==> config.mk <==
export PLATFORM = sky130hd
export DESIGN_NAME = red_reduce_seq
export DESIGN_NICKNAME = d
export VERILOG_FILES = /design/src/rtl/red_reduce_seq.sv
export SDC_FILE = /design/constraint.sdc
export NUM_CORES = 1
export LEC_CHECK = 0
export ABC_CLOCK_PERIOD_IN_PS = 9010
export CAP_MARGIN = 20
export CORE_ASPECT_RATIO = 1.75
export CORE_MARGIN = 3
export CORE_UTILIZATION = 55
export DETAILED_ROUTE_END_ITERATION = 8
export PLACE_DENSITY = 0.82
export SLEW_MARGIN = 10
export SYNTH_ARGS = -nofsm -noshare
export SYNTH_HDL_FRONTEND = slang
export SYNTH_SLANG_ARGS = --single-unit
==> constraint.sdc <==
create_clock -name clk -period 9.01 [get_ports clk]
set_input_delay 0.901 -clock clk [delete_from_list [all_inputs] [get_ports clk]]
set_output_delay 0.901 -clock clk [all_outputs]
set_load 0.01 [all_outputs]
==> src/rtl/red_reduce_seq.sv <==
// red_reduce_seq: multi-cycle lane reduction unit.
// Splits two DATA_W operands into LANE_W lanes and sums all 2*N_LANES lanes,
// one lane pair per cycle, in signed or unsigned mode. The result is extended
// to DATA_W. Handshaked on both sides with valid/ready; writes no flags.
//
// Ports:
//   clk         rising-edge clock
//   rst         synchronous active-high reset
//   in_valid    operands and mode are valid
//   in_ready    block can accept a new operation (IDLE only)
//   a_in, b_in  operands
//   mode_signed 1: lanes are two's complement, 0: lanes are unsigned
//   out_valid   sum_out is valid (DONE only)
//   out_ready   consumer accepts the result
//   sum_out     sign/zero-extended reduction result
//   busy        operation in flight (ACCUM or DONE)
module red_reduce_seq #(
    parameter int unsigned DATA_W = 16,
    parameter int unsigned LANE_W = 8
) (
    input  logic              clk,
    input  logic              rst,
    input  logic              in_valid,
    output logic              in_ready,
    input  logic [DATA_W-1:0] a_in,
    input  logic [DATA_W-1:0] b_in,
    input  logic              mode_signed,
    output logic              out_valid,
    input  logic              out_ready,
    output logic [DATA_W-1:0] sum_out,
    output logic              busy
);

    localparam int unsigned N_LANES = DATA_W / LANE_W;
    // Enough headroom for 2*N_LANES lanes, so the accumulator never overflows.
    localparam int unsigned SUM_W   = LANE_W + $clog2(2 * N_LANES);
    localparam int unsigned IDX_W   = (N_LANES > 1) ? $clog2(N_LANES) : 1;

    if (LANE_W == 0 || N_LANES == 0 || (DATA_W % LANE_W) != 0) begin : g_bad_lanes
        $error("red_reduce_seq: DATA_W must be a non-zero multiple of LANE_W");
    end
    if (SUM_W > DATA_W) begin : g_bad_sum_w
        $error("red_reduce_seq: SUM_W exceeds DATA_W");
    end

    typedef enum logic [1:0] {
        StIdle,
        StAccum,
        StDone
    } state_e;

    state_e             state_q, state_d;
    logic [DATA_W-1:0]  a_q, a_d;
    logic [DATA_W-1:0]  b_q, b_d;
    logic               sgn_q, sgn_d;
    logic [IDX_W-1:0]   idx_q, idx_d;
    logic [SUM_W-1:0]   acc_q, acc_d;
    logic [DATA_W-1:0]  sum_q, sum_d;

    logic [LANE_W-1:0]  lane_a, lane_b;
    logic               last_lane;

    // Fill the upper bits first, then overlay the value; avoids a
    // zero-count replication when the extension width happens to be 0.
    function automatic logic [SUM_W-1:0] ext_lane(input logic [LANE_W-1:0] lane,
                                                  input logic sgn);
        logic [SUM_W-1:0] r;
        r = {SUM_W{sgn & lane[LANE_W-1]}};
        r[LANE_W-1:0] = lane;
        return r;
    endfunction

    function automatic logic [DATA_W-1:0] ext_sum(input logic [SUM_W-1:0] acc,
                                                  input logic sgn);
        logic [DATA_W-1:0] r;
        r = {DATA_W{sgn & acc[SUM_W-1]}};
        r[SUM_W-1:0] = acc;
        return r;
    endfunction

    assign lane_a    = a_q[32'(idx_q) * LANE_W +: LANE_W];
    assign lane_b    = b_q[32'(idx_q) * LANE_W +: LANE_W];
    assign last_lane = (idx_q == IDX_W'(N_LANES - 1));

    always_comb begin
        state_d = state_q;
        a_d     = a_q;
        b_d     = b_q;
        sgn_d   = sgn_q;
        idx_d   = idx_q;
        acc_d   = acc_q;
        sum_d   = sum_q;
        unique case (state_q)
            StIdle: begin
                if (in_valid) begin
                    a_d     = a_in;
                    b_d     = b_in;
                    sgn_d   = mode_signed;
                    acc_d   = '0;
                    idx_d   = '0;
                    state_d = StAccum;
                end
            end
            StAccum: begin
                acc_d = acc_q + ext_lane(lane_a, sgn_q) + ext_lane(lane_b, sgn_q);
                idx_d = idx_q + IDX_W'(1);
                if (last_lane) begin
                    idx_d   = '0;
                    sum_d   = ext_sum(acc_d, sgn_q);
                    state_d = StDone;
                end
            end
            StDone: begin
                if (out_ready) begin
                    state_d = StIdle;
                end
            end
            default: state_d = StIdle;
        endcase
    end

    always_ff @(posedge clk) begin
        if (rst) begin
            state_q <= StIdle;
            a_q     <= '0;
            b_q     <= '0;
            sgn_q   <= 1'b0;
            idx_q   <= '0;
            acc_q   <= '0;
            sum_q   <= '0;
        end else begin
            state_q <= state_d;
            a_q     <= a_d;
            b_q     <= b_d;
            sgn_q   <= sgn_d;
            idx_q   <= idx_d;
            acc_q   <= acc_d;
            sum_q   <= sum_d;
        end
    end

    assign in_ready  = (state_q == StIdle);
    assign out_valid = (state_q == StDone);
    assign busy      = (state_q == StAccum) || (state_q == StDone);
    assign sum_out   = sum_q;

endmodule

# Word level (Yosys, flattened, before mapping)
# Cells that the tools add are included.
[op_classes]
n_div = 0
n_mux = 9
bitwise = 3
magnitude_cmp = 0
n_reduce_logical = 7
shift = 2
n_mul = 0
eq_ne = 5
add_sub_neg = 3
[ops]
columns = ["operator", "n"]
rows = [
  ["$shiftx 16x5->8", 2],
  ["$add 10x10->10", 2],
  ["$pmux 10 s2", 1],
  ["$mux 10", 1],
  ["$mux 2", 3],
  ["$pmux 2 s3", 1],
  ["$reduce_and 2->1", 3],
  ["$ne 2x2->1 const B", 2],
  ["$and 1x1->1", 3],
  ["$reduce_and 3->1", 1],
  ["$eq 2x1->1 const B", 1],
  ["$eq 2x2->1 const B", 1],
  ["$logic_not 2->1", 1],
  ["$mux 1", 2],
  ["$ne 2x1->1 const B", 1],
  ["$pmux 1 s2", 1],
  ["$reduce_bool 2->1", 1],
  ["$add 1x1->1 const B", 1],
  ["$logic_or 1x1->1", 1],
]
[totals]
mem_count = 0
inputBits = 37
romBits = 0
output_inout_bits = 19
latch_bits = 0
register_bits = 57
word_cells = 36
ram_bits = 0

# Depth between registers and ports, before layout
# Gate-level depths: netlist of run 1.
[logic_depth]
depth_word = 5
mapped_depth = 13
ltp_nobuf = 10

# Worst setup path after synthesis of run 1
# No wires, ideal clock.
[synth_path]
path_type = "reg2reg"
from = "register idx_q"
to = "register sum_q[10], in the netlist sum_out[10]"
path_stages_with_launch = 13
synth_period_minus_slack_ns = 3.572
t_arrival_ns = 3.501
setup_time_ns = 0.070
path_slack_ns = 5.438
t_required_ns = 8.940
path_buffers = 2
cell_sequence = "dfxtp_1 -> buf_1 -> clkbuf_1 -> mux2_2 -> fa_1 -> ha_1 -> fa_1 -> a21oi_1 -> o21ai_0 -> o41ai_1 -> xnor2_1 -> nand3_1 -> a21oi_1"
[synth_between]
elab_chain_cells = 5
elab_cells_between_ends = 8
classes_between = "2 x add/sub; 2 x shift; 3 x bitwise; 1 x reduce/logical"
[synth_lines]
columns = ["element", "line_no", "source"]
rows = [
  ["from (decl)", "56", "logic [IDX_W-1:0] idx_q, idx_d;"],
  ["from (signal assigned)", "136", "idx_q <= idx_d;"],
  ["$shiftx 16x5->8", "81", "assign lane_a = a_q[32'(idx_q) * LANE_W +: LANE_W];"],
  ["$and 1x1->1", "68", "r = {SUM_W{sgn & lane[LANE_W-1]}};"],
  ["$add 10x10->10 (2 in series)", "105", "acc_d = acc_q + ext_lane(lane_a, sgn_q) + ext_lane(lane_b, sgn_q);"],
  ["$and 1x1->1", "76", "r = {DATA_W{sgn & acc[SUM_W-1]}};"],
  ["to (signal assigned)", "138", "sum_q <= sum_d;"],
  ["to (decl)", "58", "logic [DATA_W-1:0] sum_q, sum_d;"],
]
# Parallel ways exist; a longest one is shown, timed or not.
# A chain may end at the register's enable or synchronous reset.

# Final worst setup path of run 1
# Ends and elaborated chain as after synthesis.

==> results of run 1 <==
## routing by layer
layer,part of all wire (%),vias up,GRT usage [%]
li1,-,1199,-
met1,38,1111,23.4
met2,54,62,39.4
met3,4.2,18,6.03
met4,3.4,0,15.0
met5,0,-,0
## placed cells by master, fill, tap and decap left out, drive strengths merged, types with 3 or more instances in the layout
master / count
and2: 5
mux2: 14
o21ai: 7
clkbuf: 12
inv: 10
xnor2: 4
nand3: 6
xor2: 4
fa: 10
a21oi: 48
dfxtp: 57
ha: 11
mux2i: 3
nand2: 84
a22oi: 8
nor2: 16
clkinv: 3
clkdlybuf4s50: 54
## synth_stat cells, types with 4 or more instances
cell type,number
a21oi_1,48
a22oi_1,8
and2_1,4
buf_4,5
clkbuf_1,19
dfxtp_1,57
fa_1,10
ha_1,11
inv_1,10
mux2_2,14
nand2_1,84
nand3_1,6
nor2_1,16
o21ai_0,7
xnor2_1,4
xor2_1,4
## path summary, 6_finish.rpt
| kind | cells after the start | end | from | slack, ps |
|---|---|---|---|---|
| max | 10 | sum_out[10] | idx_q | 5290 |
| min | 2 | a_q[12] | a_q[12] | 450 |
| max reg2reg | 10 | sum_out[10] | idx_q | 5290 |
| min reg2reg | 2 | a_q[12] | a_q[12] | 450 |
## power by group
part	switching [µW]	leakage, µW	internal [µW]
Combinational	116	0.000868	91.5
Sequential	21.7	0.000465	278
Clock	98.2	0.0000980	119
Total	236	0.00143	488
## through the flow
step                power, µW  instances  utilization (%)
CTS                       724        433             70.6
global placement          503        418             67.0
finish                    724        434             70.9
floorplan                 445        335                -
global route              764        434             70.9
detailed placement        508        418             67.0
## worst max-delay path, stage by stage (launching register included)
cell and delay [ps]:
dfxtp_1 880, mux2_2 430, fa_1 460, ha_1 240, fa_1 410, a21oi_1 210
o21ai_0 160, o41ai_1 380, xnor2_1 220, nand3_1 110, a21oi_1 150
## state kept, by name, indices dropped and copies added, names as in the netlist
register / count
a_q: 16
b_q: 16
sum_out: 11
acc_q: 10
state_q: 2
idx_q: 1
sgn_q: 1
## cells by family (layout without fill, tap and decap cells)
group	Yosys count	after routing	share of synthesized area [%]
AO/OA/AOI/OAI	76	76	15.3
XOR/XNOR	9	9	3.26
adder cells (fa/ha/maj)	21	21	11.9
buffers and inverters	36	81	5.42
flip-flops	57	57	40.2
multiplexers	17	17	6.61
AND/OR/NAND/NOR	119	119	17.3
## final cells by class
cell class	instances	share of cell area [%]
multi-input combinational	242	43.7
sequential	57	32.3
timing repair buffer	56	15.9
clock buffer	12	4.68
tap	54	1.91
inverter	10	1.06
clock inverter	3	0.425
==> summary.txt, run 1 <==
Timing
  • Hold Vio Cnt, Final: 0
  • Worst-Margin Slew: 998 ps
  • Slew margin rel.: 33.5%
  • Final setup viols: 0
  • Hold_ws: 452 ps
  • Tcrit/Tclk final: 41.3%
  • Fin crit period: 3720 ps
  • Worst setup margin: 5290 ps
  • Fmax: 269 MHz
  • RSZ-0062 raised after global routing: no
  • Total negative setup slack: 0 ps
  • Final slew viol count: 0
  • Layout Skew: 7.49 ps

Route
  • Final Routed Wirelength: 6260 µm
  • Initial DRC Count: 100
  • Router iterations before antenna repair: 4
  • DR DRC count: 0
  • WL per Instance: 14.4 µm
  • Vias post-DR: 2390
  • Antenna viol nets, final: 0
  • Drt via density: 5.51

Layout
  • Area of the multi-input gates: 0.00154 mm²
  • Share of layout cells above drive strength 1: 8.42%
  • Fin area: 0.00353 mm²
  • Nets@finish: 434
  • Antenna Cells: 0
  • Area Growth Syn to Fin: 24.4%
  • Sequential Area: 0.00114 mm²
  • Fill cells: 395

Worst setup path
  • Crit path required time: 9270 ps
  • CP arrival: 3980 ps
  • Setup crit start kind: flop
  • Crit. End Element: flop
  • Critical path class: reg2reg
  • Worst Path Max Fanout: 22

Floorplanning
  • Row count: 34
  • DIE HEIGHT: 101 µm
  • DIE WIDTH: 60.3 µm
  • Total core area: 0.00498 mm²
  • # IOs: 56
  • Starting Density: 57.0%
  • Die footprint: 0.00609 mm²

Placed design
  • Cell Area, Placed: 0.00334 mm²
  • Worst slack at placement: 5320 ps
  • HPWL after detailed placement: 4540 µm
  • Placer Congestion: 0.866
  • Port Buffer Count: 55

Power and ir drop
  • Lkg Pwr: 0.00143 µW
  • PD cells: 205 mW/mm²
  • Peak VDD IR: 162 µV

Logic synthesis
  • Ys flop type: dfxtp_1
  • Area contributors post-synth: dfxtp_1 (40%), nand2_1 (11%), a21oi_1 (8.5%)
  • Syn_nets: 393
  • Seq cells post-synth: 57
  • Synth Area per Inst: 8.47 µm²
  • Ys Warns: 0
  • Number of library cell types mapped by synthesis: 35
  • Yosys top cell by area: dfxtp_1
  • Post-synth EDFFs: 0
  • Cells after Synth: 335
  • Mapped Area: 0.00284 mm²
  • Post-synthesis sequential area ratio: 40.2%
  • FFs w/ async S/R, synth: 0%
  • Synth top area share: 40.2%

Global route
  • Antenna violations before repair: 0
  • Congestion Overflow GR: 0
  • Aggregate global-route resource usage: 23.0%
  • Vias in the first global route: 2362
  • First-pass GRT wire length: 10300 µm
  • Largest net degree at the start of global routing: 58

Clock network
  • Clk_lat worst skew: 340 ps
  • Clock Root Buffer: clkbuf_8
  • Clock transition at path regs: 60 ps
  • # hold bufs at CTS: 0
  • H-Tree Depth: 3
  • TritonCTS clock tree: yes
  • CTS sink count: 57
  • Resize count post-CTS: 0
  • Clock tree buffer depth: 2
  • Postcts setup bufs: 0
  • Total CTS buffers: 9

Worst hold path
  • Worst min-delay path class: reg2reg

Outcome
  • Status: finished, final reports clean

Flow run
  • Max-cap violation count: 0
No activity file was read; power rests on OpenSTA's default activity.
==> run 2, diff against run 1 <==
--- a/config.mk
+++ b/config.mk
@@ -5,13 +5,13 @@
 export SDC_FILE = /design/constraint.sdc
 export NUM_CORES = 1
 export LEC_CHECK = 0
-export ABC_CLOCK_PERIOD_IN_PS = 9010
+export ABC_CLOCK_PERIOD_IN_PS = 3540
 export CAP_MARGIN = 20
 export CORE_ASPECT_RATIO = 1.75
 export CORE_MARGIN = 3
-export CORE_UTILIZATION = 55
+export CORE_UTILIZATION = 51
 export DETAILED_ROUTE_END_ITERATION = 8
-export PLACE_DENSITY = 0.82
+export PLACE_DENSITY = 0.77
 export SLEW_MARGIN = 10
 export SYNTH_ARGS = -nofsm -noshare
 export SYNTH_HDL_FRONTEND = slang
==> constraint.sdc (replaced) <==
create_clock -name clk -period 3.54 [get_ports clk]
set_input_delay 0.354 -clock clk [delete_from_list [all_inputs] [get_ports clk]]
set_output_delay 0.354 -clock clk [all_outputs]
set_load 0.01 [all_outputs]
==> run 2 against run 1 <==
Compared with the run above:
- power increased to 2.7 times the previous value
- sequential power increased to 2.5 times the previous value
- clock power increased to 2.9 times the previous value
- sequential share of layout area decreased by 0.65 points
- fmax increased by 13%
- clock skew decreased by 3.6 ps
- cell area increased by 2.2%
- setup slack got worse by 5000 ps
- count of clock-buffer cells in the layout increased by 2
- die area increased by 7.2%
- utilization decreased by 3.4 points
- critical endpoint unchanged
==> summary.txt, run 2 (synthesized netlist as in run 1, its figures left out) <==
Power and ir drop
  • Peak VDD IR: 331 µV (was 162 µV)
  • Lkg Pwr: 0.00146 µW (was 0.00143 µW)
  • PD cells: 534 mW/mm² (was 205 mW/mm²)

Route
  • WL per Instance: 13.7 µm (was 14.4 µm)
  • Initial DRC Count: 141 (was 100)
  • DR DRC count: 0 (unchanged)
  • Routed length on met2: 3280 µm (was 3400 µm)
  • Router iterations before antenna repair: 7 (was 4)
  • Vias post-DR: 2456 (was 2390)
  • Antenna viol nets, final: 0 (unchanged)
  • Top Layer Used: met4 (unchanged)
  • DRT met1 WL: 2420 µm (was 2390 µm)
  • Met3 wire len: 343 µm (was 260 µm)
  • Final Routed Wirelength: 6280 µm (was 6260 µm)
  • Drt via density: 5.36 (was 5.51)

Worst setup path
  • Setup crit start kind: flop (unchanged)
  • Critical path class: reg2reg (unchanged)
  • CP arrival: 3540 ps (was 3980 ps)
  • Worst path cell trace: buf_4, mux2_2, fa_1, ha_1, fa_1, a21oi_1, o21ai_0, o41ai_2, xnor2_1, nand3_1, a21oi_1 (was mux2_2, fa_1, ha_1, fa_1, a21oi_1, o21ai_0, o41ai_1, xnor2_1, nand3_1, a21oi_1)
  • Worst Path Max Fanout: 7 (was 22)
  • Crit path largest cell delay: 400 ps (was 880 ps)
  • Crit. End Element: flop (unchanged)
  • Crit path required time: 3810 ps (was 9270 ps)
  • CP max-delay cell: dfxtp_2 (was dfxtp_1)

Clock network
  • H-Tree Depth: 3 (unchanged)
  • Postcts setup bufs: 0 (unchanged)
  • Clk_lat worst skew: 340 ps (about the same)
  • Clock transition at path regs: 60 ps (about the same)
  • Clock Root Buffer: clkbuf_8 (unchanged)
  • CTS sink count: 57 (unchanged)
  • Clock tree buffer depth: 2 (unchanged)
  • TritonCTS clock tree: yes (unchanged)
  • Total CTS buffers: 9 (unchanged)

Timing
  • Final slew viol count: 0 (unchanged)
  • Layout Skew: 3.93 ps (was 7.49 ps)
  • RSZ-0062 raised after global routing: no (unchanged)
  • Slew margin rel.: 32.9% (was 33.5%)
  • Fmax: 305 MHz (was 269 MHz)
  • Fin crit period: 3280 ps (was 3720 ps)
  • Final setup viols: 0 (unchanged)
  • Total negative setup slack: 0 ps (unchanged)
  • Hold_ws: 451 ps (was 452 ps)
  • Worst-Margin Slew: 1010 ps (was 998 ps)
  • Tcrit/Tclk final: 92.6% (was 41.3%)
  • Hold Vio Cnt, Final: 0 (unchanged)

Floorplanning
  • # IOs: 56 (unchanged)
  • DIE WIDTH: 62.4 µm (was 60.3 µm)
  • DIE HEIGHT: 105 µm (was 101 µm)
  • Die footprint: 0.00653 mm² (was 0.00609 mm²)
  • Total core area: 0.00534 mm² (was 0.00498 mm²)
  • Starting Density: 53.1% (was 57.0%)
  • Row count: 35 (was 34)

Global route
  • Largest net degree at the start of global routing: 58 (unchanged)
  • Aggregate global-route resource usage: 20.7% (was 23.0%)
  • Vias in the first global route: 2351 (was 2362)
  • First-pass GRT wire length: 10700 µm (was 10300 µm)
  • Antenna violations before repair: 0 (unchanged)
  • Congestion Overflow GR: 0 (unchanged)

Placed design
  • Port Buffer Count: 55 (unchanged)
  • Placer Congestion: 0.853 (was 0.866)
  • HPWL after detailed placement: 4600 µm (was 4540 µm)
  • Cell Area, Placed: 0.00339 mm² (was 0.00334 mm²)

Outcome
  • Status: finished, final reports clean (unchanged)

Layout
  • Commonest non-fill, non-tap cells in the layout: nand2_1 (84), dfxtp_1 (56), clkdlybuf4s50_1 (54), a21oi_1 (48), nor2_1 (16) (was nand2_1 (84), dfxtp_1 (57), clkdlybuf4s50_1 (54), a21oi_1 (48), nor2_1 (16))
  • Fin area: 0.00361 mm² (was 0.00353 mm²)
  • Antenna Cells: 0 (unchanged)
  • Final core occ: 67.5% (was 70.9%)
  • Commonest non-fill, non-tap cell in the layout: nand2_1 (unchanged)
  • Nets@finish: 437 (was 434)
  • Share of layout cells above drive strength 1: 9.38% (was 8.42%)
  • Area Growth Syn to Fin: 27.1% (was 24.4%)

Flow run
  • Max-cap violation count: 0 (unchanged)

Worst hold path
  • Worst min-delay path class: reg2reg (unchanged)
## run 2: cell count changes in the layout (fill, tap and decap cells not counted), sizes merged
cell and delta:
bufinv +1, clkbuf +2, clkinv -2, buf +3
## run 2: metrics by stage
step                power [µW]  setup slack, ps  std cells
floorplan                 1130             81.9        335
global placement          1290              344        442
detailed placement        1300              164        442
CTS                       1930             42.7        458
global route              2030             67.9        458
finish                    1930              260        458
## run 2: final timing paths
path | endpoint | from | slack [ps] | depth (start not counted)
setup / recovery | sum_out[10] | idx_q | 260 | 11
hold / removal | b_q[15] | b_q[15] | 450 | 2
setup reg to reg | sum_out[10] | idx_q | 260 | 11
hold reg to reg | b_q[15] | b_q[15] | 450 | 2
## run 2: what timing repair did
action | CTS | global route
hold buffers | 0 | 0
endpoints found under the setup margin | 0 | 3
gates resized for setup | 0 | 2
## run 2: layout make-up
cell class / instances / area (µm²)
clock buffers: 14 / 173
clock inverters: 2 / 35.0
fillers: 479 / 1740
inverters: 10 / 37.5
multi-input cells: 242 / 1550
flip-flops and latches: 57 / 1140
well taps: 74 / 92.6
repair buffers: 59 / 576
## run 2: layer usage
| metal | GRT usage (%) | up-vias |
|---|---|---|
| met5 | 0 | - |
| met2 | 36.7 | 90 |
| met4 | 12.5 | 0 |
| met1 | 22.0 | 1129 |
| li1 | - | 1214 |
| met3 | 4.62 | 23 |
## run 2: report_power, final
part / switching, µW / total [µW] / internal [µW] / leakage, µW
Clock: 252 / 634 / 382 / 0.000107
Sequential: 43.4 / 751 / 707 / 0.000466
Combinational: 304 / 541 / 236 / 0.000890
## run 2: worst max-delay path, delay by kind of cell (launching register included)
| family | cells | cell delay (ps) |
|---|---|---|
| and+or+nand+nor | 1 | 110 |
| adders and majority gates | 3 | 1020 |
| buffers and inverters | 1 | 170 |
| muxes | 1 | 350 |
| DFF | 1 | 400 |
| xor gates and xnor gates | 1 | 210 |
| AOI/OAI and AO/OA | 4 | 940 |
==> run 3, diff against run 2 <==
--- a/config.mk
+++ b/config.mk
@@ -10,6 +10,7 @@
 export CORE_ASPECT_RATIO = 1.75
 export CORE_MARGIN = 3
 export CORE_UTILIZATION = 51
+export CTS_CLUSTER_DIAMETER = 200
 export DETAILED_ROUTE_END_ITERATION = 8
 export PLACE_DENSITY = 0.77
 export SLEW_MARGIN = 10
==> results of run 3 <==
No change in the layout: final DEF, timing and power equal those of run 2.
==> variant 1: new RTL, flow settings as in run 3 <==
Register the input `mode_signed` before use, without a reset. The logic sees it one clock later. The other inputs are not delayed to match.
--- a/src/rtl/red_reduce_seq.sv
+++ b/src/rtl/red_reduce_seq.sv
@@ -36,4 +36,10 @@
     localparam int unsigned SUM_W   = LANE_W + $clog2(2 * N_LANES);
     localparam int unsigned IDX_W   = (N_LANES > 1) ? $clog2(N_LANES) : 1;
+
+    logic mode_signed_q;
+
+    always_ff @(posedge clk) begin
+        mode_signed_q <= mode_signed;
+    end
 
     if (LANE_W == 0 || N_LANES == 0 || (DATA_W % LANE_W) != 0) begin : g_bad_lanes
@@ -96,5 +102,5 @@
                     a_d     = a_in;
                     b_d     = b_in;
-                    sgn_d   = mode_signed;
+                    sgn_d   = mode_signed_q;
                     acc_d   = '0;
                     idx_d   = '0;
Function: changed (a bounded check fails within 4 cycles, from zero or initial values and one cycle with rst high).
==> variant 1 against run 3 <==
  * Design area grew 0.76%
  * Wire length is 6.1% higher
  * Total power is 0.85% higher
  * Synthesized area grew 0.71%
  * Non-clock buffer count unchanged
  * Sequential cell count up 1
  * Setup slack better by 0.11 ns
  * Highest routed layer unchanged
  * Critical path type unchanged
  * Synthesized cell count up 0.30%
==> variant 1: results (changes against run 3) <==
run_status:
  status: "finished, final reports clean"  # unchanged
cells_and_area:
  layout.nonclk_buf_frac: 0.164  # was 0.160
  sh_seq_area: 0.320  # was 0.317
  clkCellAreaFrac: 0.0558  # was 0.0576
global_routing:
  grt_pass1_vias: 2390  # was 2351
worst_hold_path:
  hp-class: "in2reg"  # was reg2reg
  hp-start: "mode_signed"  # was b_q[15]
  hold_path_depth: 1  # was 2
setup_path:
  crit_arrival_ns: 3.44  # was 3.54 ns
  rrSetupSlack_ns: 0.37  # was 0.26 ns
  cp_slowest_cell: "fa_1"  # was dfxtp_2
  r2r_cells: 10  # was 11
routing:
  wl_met2_um: 3620  # was 3280 um
  met3_length_um: 233  # was 343 um
  first_iter_violations: 146  # was 141
  post_drt_via_cell_ratio: 5.32  # was 5.36
  first_pass_iters: 4  # was 7
synth:
  synthAdderAreaFrac: 0.118  # was 0.119
  synthXorXnorAreaFrac: 0.0324  # was 0.0326
  synthMuxAreaShare: 0.0656  # was 0.0661
  synth-compound-area-share: 0.152  # was 0.153
clocking:
  cts.clk_slew.worst_paths_ns: 0.08  # was 0.06 ns
pwr:
  pwr-share-seq: 0.396  # was 0.390
  comb_power_uw: 554  # was 541 uW
  p_sw_frac: 0.334  # was 0.311
placed_design:
  gp_congestion: 0.879  # was 0.853
sta:
  hold_ws_ns: 0.452  # was 0.451 ns
  tightest_slew_ns: 1.02  # was 1.01 ns
==> variant 1: what timing repair did <==
action | in CTS | in global routing
buffers inserted | 0 | 0
setup endpoints to repair | 0 | 1
gates resized for setup | 0 | 1
==> variant 1: how the worst max path moves through the flow <==
stage,from,endpoint,slack [ns],cells past startpoint
finish,idx_q,sum_out[10],0.37,10
global route,idx_q,sum_out[10],0.11,10
detailed placement,idx_q,sum_out[10],0.26,10
floorplan,idx_q,sum_out[10],0.08,12
CTS,idx_q,sum_out[10],0.24,10
global placement,idx_q,sum_out[10],0.29,10
==> variant 1: stage by stage <==
step           setup slack [ns]  cell area [um2]  std cells  total power (uW)
5_1_grt                   0.105             3630        459              2060
3_5_place_dp              0.259             3400        442              1320
4_1_cts                   0.244             3610        458              1940
2_1_floorplan            0.0819             2860        336              1150
6_report                  0.371             3630        459              1940
3_3_place_gp              0.295             3400        442              1310
==> variant 1: layer usage <==
layer,global-route usage,vias up
met4,0.139,0
met1,0.248,1141
met5,0,-
li1,-,1214
met2,0.378,64
met3,0.0280,21
==> variant 2: new RTL, flow settings as in run 3 <==
Made on the original files. Change the parameter `LANE_W` from 8 to 4.
--- a/src/rtl/red_reduce_seq.sv
+++ b/src/rtl/red_reduce_seq.sv
@@ -17,5 +17,5 @@
 module red_reduce_seq #(
     parameter int unsigned DATA_W = 16,
-    parameter int unsigned LANE_W = 8
+    parameter int unsigned LANE_W = 4
 ) (
     input  logic              clk,
Behaviour: not the same (Yosys sat finds a counterexample within 4 cycles, from zero or initial values and one cycle with rst high).
==> variant 2 against run 3 <==
  * Fmax shrank 0.32%
  * Synthesized cell count shrank 6.9%
  * Core utilization shrank 2.3 points
  * Synthesized area shrank 6.2%
  * Total power shrank 31%
  * Wire length shrank 11%
  * Sequential cell count shrank 5
  * Die area shrank 5.7%
  * Design area shrank 9.2%
  * Clock skew grew 0.0053 ns
  * Setup slack lost 0.010 ns
  * Largest cell class unchanged
==> variant 2: results (changes against run 3) <==
run:
  maxCapViolations: 0  # unchanged
worst_hold_path:
  hold_path_depth: 2  # unchanged
  whs_endpoint: "sum_out[3]"  # was b_q[15]
  hp-start: "sum_out[3]"  # was b_q[15]
global_routing:
  grt_max_degree: 57  # was 58
  grt_first_pass_wirelength_um: 9140  # was 10700 um
  met1_usage: 0.209  # was 0.220
  grt_util_all_layers: 0.197  # was 0.207
  met3_usage: 0.0459  # was 0.0462
  use_met2: 0.358  # was 0.367
  grt_pass1_vias: 2049  # was 2351
routing:
  post_drt_via_cell_ratio: 5.41  # was 5.36
  wirelength_um: 5590  # was 6280 um
  first_pass_iters: 4  # was 7
  first_iter_violations: 36  # was 141
clocking:
  cts_setup_buffers: 0  # unchanged
  cts.clk_slew.worst_paths_ns: 0.10  # was 0.06 ns
  cts_buffers: 5  # was 9
  clk_latency_ns: 0.32  # was 0.34 ns
  htree_levels: 2  # was 3
  cts_resized: 0  # unchanged
setup_path:
  crit_start: "idx_q[1]"  # was idx_q
  reg2reg_from: "idx_q[1]"  # was idx_q
  rrSetupSlack_ns: 0.25
  r2r_cells: 10  # was 11
  critPathMaxFanout: 15  # was 7
  crit_arrival_ns: 3.56  # was 3.54 ns
  cp-endpoint: "sum_out[6]"  # was sum_out[10]
placed_design:
  dpl.hpwl_um: 4300  # was 4600 um
  placed_area_mm2: 0.00317  # was 0.00339 mm2
  place_inst: 398  # was 442
  portBuffers: 55  # unchanged
  pre_cts_slack_ns: 0.182  # was 0.164 ns
  gp_congestion: 0.819  # was 0.853
cells_and_area:
  final_cells: 407  # was 458
  nFillCells: 434  # was 479
  final_nets: 405  # was 437
  drive_gt1_frac: 0.0708  # was 0.0938
sta:
  finClkSkew_ns: 0.00922  # was 0.00393 ns
  min_period_ns: 3.29  # was 3.28 ns
  hold_ws_ns: 0.460  # was 0.451 ns
  tightest_slew_ns: 1.00  # was 1.01 ns
synth:
  synth_area_leaders: "dfxtp_1, nand2_1, a21oi_1"  # unchanged
  synth_common_cells: "nand2_1, dfxtp_1, a21oi_1"  # unchanged
  synth_top_flop_cell: "dfxtp_1"  # unchanged
  ys_warn_count: 0  # unchanged
  synthDistinctLibCells: 37  # was 35
  syn_nets: 365  # was 393
  syn_area_per_cell_um2: 8.53  # was 8.47 um2
  yosysSeqAreaShare: 0.391  # was 0.402
pwr:
  cell_internal_pwr_uw: 922  # was 1330 uW
  max-vdd-ir-drop_mv: 0.285  # was 0.331 mV
  power_leakage_uw: 0.00128  # was 0.00146 uW
run_status:
  status: "finished, final reports clean"  # unchanged
## variant 2: per-layer routing
layer  up-vias  share of wire  wire length, um
met3        10          0.030              169
met2        42           0.56             3140
li1       1125              -                -
met1      1025           0.38             2140
met5         -              0                0
met4         0          0.023              131
## variant 2: final cells by class
class	instances	area (um2)	area share
repair buffers	60	591	0.180
clock buffers	5	68.8	0.0210
inverters	10	37.5	0.0115
clock inverters	3	23.8	0.00726
well taps	54	67.6	0.0206
multi-input cells	223	1450	0.441
flip-flops and latches	52	1040	0.318
## variant 2: stage by stage
| stage | utilization | total power [uW] |
|---|---|---|
| 2_1_floorplan | - | 883 |
| 3_5_place_dp | 0.631 | 997 |
| 6_report | 0.653 | 1340 |
| 4_1_cts | 0.649 | 1340 |
| 3_3_place_gp | 0.631 | 988 |
| 5_1_grt | 0.653 | 1410 |
## variant 2: logic make-up after synthesis
| logic type | after synthesis | share of synthesized area |
|---|---|---|
| simple gates | 119 | 0.192 |
| compound gates | 67 | 0.149 |
| flops | 52 | 0.391 |
| buf+inv | 37 | 0.0663 |
| fa+ha+maj | 16 | 0.0893 |
| mux | 11 | 0.0742 |
| xor+xnor | 10 | 0.0381 |
## variant 2: critical path, cell delays in order, from the launching register on
cell and delay [ns]:
dfxtp_1 0.69, mux4_2 0.44, and2_1 0.21, ha_1 0.29, ha_1 0.34, and2_1 0.15
a31oi_1 0.24, nor3b_1 0.09, a211o_1 0.28, or4_1 0.40, nand3_1 0.09
## variant 2: power by group through the flow
stage / registers (uW) / logic (uW) / clock network, uW
after floorplan: 662 / 222 / 0
after global placement: 678 / 310 / 0
after detailed placement: 679 / 318 / 0
after CTS: 666 / 321 / 354
after global routing: 672 / 360 / 378
final: 665 / 324 / 348
